--- src/rtl/shift_sequencer.sv ---
// shift_sequencer: control sequencer for an external parallel-in/serial-out
// shift register. Each transaction issues one load strobe, WIDTH shift
// strobes paced by a divided serial clock, then a one-cycle done pulse.
// All outputs are decoded from registered state only.
module shift_sequencer #(
  parameter int WIDTH  = 4,
  parameter int DIVIDE = 2
) (
  input  logic                         clk,
  input  logic                         reset_n,
  input  logic                         start,
  input  logic                         abort,
  output logic                         parallel_load,
  output logic                         peripheral_clk_edge,
  output logic                         sclk,
  output logic                         busy,
  output logic                         done,
  output logic [$clog2(WIDTH+1)-1:0]   bit_count
);

  localparam int CW = $clog2(WIDTH + 1);
  // The phase counter keeps at least one bit so DIVIDE=1 still has a legal vector.
  localparam int PW = (DIVIDE > 1) ? $clog2(DIVIDE) : 1;
  localparam logic [PW-1:0] LAST_PHASE = PW'(DIVIDE - 1);
  localparam logic [CW-1:0] LAST_BIT   = CW'(WIDTH);

  typedef enum logic [2:0] {
    IDLE       = 3'd0,
    LOAD       = 3'd1,
    SHIFT_LOW  = 3'd2,
    SHIFT_HIGH = 3'd3,
    DONE       = 3'd4
  } state_t;

  state_t          state_q, state_d;
  logic [PW-1:0]   phase_q, phase_d;
  logic [CW-1:0]   bit_count_q, bit_count_d;

  // Next-state, phase and strobe-count computation.
  always_comb begin
    // NOTE: every signal gets a default first so no path leaves one unassigned,
    // which would otherwise infer a latch.
    state_d     = state_q;
    phase_d     = phase_q;
    bit_count_d = bit_count_q;

    case (state_q)
      IDLE: begin
        if (start && !abort) begin
          state_d     = LOAD;
          phase_d     = '0;
          bit_count_d = '0;
        end
      end
      LOAD: begin
        state_d = SHIFT_LOW;
        phase_d = '0;
      end
      SHIFT_LOW: begin
        if (phase_q == LAST_PHASE) begin
          // The count advances on the same edge that raises sclk, so it
          // already includes the strobe issued in the first high cycle.
          state_d     = SHIFT_HIGH;
          phase_d     = '0;
          bit_count_d = bit_count_q + 1'b1;
        end else begin
          phase_d = phase_q + 1'b1;
        end
      end
      SHIFT_HIGH: begin
        if (phase_q == LAST_PHASE) begin
          phase_d = '0;
          state_d = (bit_count_q == LAST_BIT) ? DONE : SHIFT_LOW;
        end else begin
          phase_d = phase_q + 1'b1;
        end
      end
      DONE: begin
        state_d = IDLE;
      end
      default: begin
        // Unused encodings recover straight to IDLE.
        state_d = IDLE;
        phase_d = '0;
      end
    endcase

    // Abort overrides everything outside IDLE, including the edge that would
    // enter DONE or raise the next strobe; the count is frozen where it was.
    if (abort && (state_q != IDLE)) begin
      state_d     = IDLE;
      phase_d     = '0;
      bit_count_d = bit_count_q;
    end
  end

  // State, phase and count registers with asynchronous active-low reset.
  always_ff @(posedge clk or negedge reset_n) begin
    if (!reset_n) begin
      state_q     <= IDLE;
      phase_q     <= '0;
      bit_count_q <= '0;
    end else begin
      // NOTE: sequential state uses non-blocking assignments so every flop
      // samples the pre-edge values regardless of statement order.
      state_q     <= state_d;
      phase_q     <= phase_d;
      bit_count_q <= bit_count_d;
    end
  end

  // Output decode from registered state only; nothing here sees start/abort.
  assign parallel_load       = (state_q == LOAD);
  assign peripheral_clk_edge = (state_q == SHIFT_HIGH) && (phase_q == '0);
  assign sclk                = (state_q == SHIFT_HIGH);
  assign busy                = (state_q != IDLE);
  assign done                = (state_q == DONE);
  assign bit_count           = bit_count_q;

endmodule

--- config.mk ---
export PLATFORM = sky130hd
export DESIGN_NAME = shift_sequencer
export DESIGN_NICKNAME = d
export VERILOG_FILES = /design/src/rtl/shift_sequencer.sv
export SDC_FILE = /design/constraint.sdc
export NUM_CORES = 1
export LEC_CHECK = 0
export CORE_AREA = 10 10 47 49
export CTS_CLUSTER_DIAMETER = 40
export CTS_CLUSTER_SIZE = 14
export DETAILED_ROUTE_END_ITERATION = 10
export DIE_AREA = 0 0 57 59
export SLEW_MARGIN = 40
export SYNTH_ARGS = -nofsm -noshare
export SYNTH_HDL_FRONTEND = slang
export SYNTH_SLANG_ARGS = --single-unit
--- constraint.sdc ---
create_clock -name clk -period 1.6 [get_ports clk]
set_clock_uncertainty 0.05 [all_clocks]
set_input_delay 0.32 -clock clk [delete_from_list [all_inputs] [get_ports clk]]
set_output_delay 0.32 -clock clk [all_outputs]
set_load 0.01 [all_outputs]
==> summary.md <==
| Metric | Value |
|---|---|
| Layout fillers | `~140` |
| Mean Syn Cell Area | `8.99 um^2` |
| DRC viols | `0` |
| Vias | `roughly 450` |
| Post-synthesis cell area | `432 um^2` |
| Number of DRC markers in iteration 0 | `5` |
| Synth cell types | `20` |
| CTS Buf Count | `3` |
| Final WS setup | `approximately 13 ps` |
| # IOs | `12` |
| Hold Fails Final Rpt | `0` |
| Seq/Total Area, Yosys | `0.406` |
| Die height | `between 50 and 60 um` |
| RR Endpoint | `bit_count[2]$_DFFE_PN0P_` |
| Crit path kind | `flip-flop to flip-flop` |
| Fin. max-slew vios | `0` |
| Placed instance count | `83` |
| Initial Util | `0.308` |
| Final WL | `1190 um` |
| Initial antenna violation count | `0` |
| Startpoint types | `flip-flop` |
| Fin nets | `81` |
| IO Port Bufs | `11` |
| WL per Instance | `between 10 and 15 um` |
| WP data required | `1750 ps` |
| Clk sink count | `7` |
| Worst slack, placed | `-153 ps` |
| Vias per inst | `4.98` |
| Core area | `1400 um^2` |
| H-tree Lvls | `1` |
| Part of the cycle the worst path needs | `0.992` |
| Worst reg2reg startpoint | `state_q[2]$_DFFE_PN0P_` |
| MaxCap Viol Count | `0` |
| Ant diodes | `0` |
| Pleak | `0.354 nW` |
| GR Overflow Total | `0` |
| Max Root-Sink Buffers | `2` |
| CTS tree | `done` |
| Largest net degree at the start of global routing | `8` |
| Post-route ant nets | `0` |
| Unrepaired setup endpoints after global routing | `true` |
| HPWL Detailed | `941 um` |
| Post-Syn Instances | `48` |
| Root Driver | `clkbuf_4` |
| Worst setup EP type | `flip-flop` |
| P&R area growth vs syn | `55.1%` |
| Hold-fix buffers, CTS | `0` |
| Outcome | `complete, no violations` |
| Minimum clock period | `1590 ps` |
| Crit path DAT | `1740 ps` |
| DRT Pass-1 Iters | `3` |
| First-pass GRT wire length | `2020 um` |
| PwrDens | `822 nW/um^2` |
| Die W | `~57 um` |
| Crit path from | `state_q[2]$_DFFE_PN0P_` |
| Syn_nets | `54` |
| Syn. warnings | `0` |
| Vias in the first global route | `~470` |
| Maximum fanout along the worst path | `6` |
| Worst skew pair latency | `260 ps` |
| Max frequency | `about 630 MHz` |
| Crit path to | `bit_count[2]$_DFFE_PN0P_` |
| Placer Congestion | `0.801` |
| Actual slew at the worst max-slew pin | `346 ps` |
| Cells on worst reg2reg path | `4` |
| Die area | `3360 um^2` |
| Slew HR | `0.763` |
| Global Route Usage Sum | `0.0749` |
| Share of layout cells above drive strength 1 | `0.392` |
| HP Class | `input pin to asynchronous set/reset pin` |
| Cell Count, Final, Fillers Out | `90` |
| Worst VDD drop | `483 uV` |
| Synth Register Bits | `7` |
| Flop2flop setup slack | `~13 ps` |
| Core Rows | `14` |
| # setup viols final | `0` |
| FF+latch area | `178 um^2` |
| Worst-path clk slew | `approximately 60 ps` |
| Multi-input gate area | `243 um^2` |
## stage by stage
stage          instance area, um^2  setup TNS, ps  power (mW)   util  hold WS (ps)
3_3_place_gp                   621           -257       0.382  0.443           527
6_report                       669              0       0.550  0.478           274
4_1_cts                        666              0       0.556  0.475           285
2_1_floorplan                  432              0       0.287      -         -25.6
3_5_place_dp                   621           -264       0.383  0.443           527
5_1_grt                        669          -14.7       0.590  0.478           277
## synth_stat cells
cell | count | area (um^2)
nand2b_1 | 3 | 18.8
or4_1 | 1 | 7.51
ha_1 | 2 | 25.0
nor2_1 | 9 | 33.8
buf_6 | 1 | 11.3
o21ai_0 | 2 | 10.0
inv_1 | 3 | 11.3
and3_1 | 1 | 6.26
nand2_1 | 3 | 11.3
or3_4 | 1 | 11.3
mux2i_1 | 3 | 30.0
and2_1 | 1 | 6.26
nand4b_1 | 1 | 8.76
nand3_1 | 5 | 25.0
dfrtp_1 | 7 | 175
mux2_2 | 1 | 11.3
buf_2 | 1 | 5.00
o32a_1 | 1 | 10.0
nor3_1 | 1 | 5.00
a2111oi_0 | 1 | 8.76
## worst min path at each step
| stage | from | to | slack [ps] | depth (start not counted) |
|---|---|---|---|---|
| 6_report | reset_n | bit_count[2]$_DFFE_PN0P_ | 270 | 1 |
| 5_1_grt | reset_n | bit_count[2]$_DFFE_PN0P_ | 280 | 1 |
| 4_1_cts | reset_n | bit_count[2]$_DFFE_PN0P_ | 290 | 1 |
| 3_5_place_dp | bit_count[1]$_DFFE_PN0P_ | bit_count[1]$_DFFE_PN0P_ | 530 | 2 |
| 3_3_place_gp | bit_count[1]$_DFFE_PN0P_ | bit_count[1]$_DFFE_PN0P_ | 530 | 2 |
| 2_1_floorplan | reset_n | bit_count[0]$_DFFE_PN0P_ | -30 | 0 |
## what timing repair did
| item | 4_1_cts | 5_1_grt |
|---|---|---|
| setup endpoints to repair | 7 | 8 |
| gates resized for setup | 10 | 15 |
| buffers inserted | 2 | 1 |
## per-layer routing
metal  share of wire  vias up  track usage
met1            0.39      216       0.0765
met3            0.12        0       0.0601
met4               0        0       0.0101
li1                -      221            -
met2            0.49       11        0.121
met5               0        -            0
## area by class of cell
| type | instances | share of cell area |
|---|---|---|
| clock buffers | 4 | 0.0393 |
| repair buffers | 24 | 0.286 |
| multi-input cells | 36 | 0.363 |
| well taps | 16 | 0.0299 |
| flip-flops and latches | 7 | 0.265 |
| inverters | 3 | 0.0168 |
## power breakdown
group	internal, mW	switching, mW	total [mW]
Clock	0.0955	0.0712	0.167
Combinational	0.0911	0.0809	0.172
Sequential	0.196	0.0151	0.211
Total	0.383	0.167	0.550
## placed cells by master (no fill, tap or decap), types with 2 or more instances in the layout
master	n
buf_4	12
nand3_1	4
dfrtp_1	5
mux2i_1	3
nor2_1	7
nor2_2	2
ha_1	2
clkbuf_2	4
dfrtp_2	2
nand2b_1	3
nand2_1	3
clkbuf_4	3
o21ai_0	2
inv_1	3
dlymetal6s2s_1	2
clkdlybuf4s50_1	4
## state kept, by name, summed over array words and instances, names as in the netlist
signal,flops
phase_q,1
state_q,3
bit_count,3
## kinds of logic (layout without fill, tap and decap cells)
family,count (synthesis),count (layout),share of synthesized area
and+or+nand+nor,26,26,0.310
DFF,7,7,0.406
buffers and inverters,5,31,0.0638
AOI/OAI and AO/OA,4,4,0.0667
muxes,4,4,0.0957
adders and majority gates,2,2,0.0580
## critical path, cell delays in order, from the launching register on
cell,delay [ps]
dfrtp_1,400
buf_6,140
or3_4,380
or4_4,480
nand3_2,80
(Power assumes the default switching activity.)
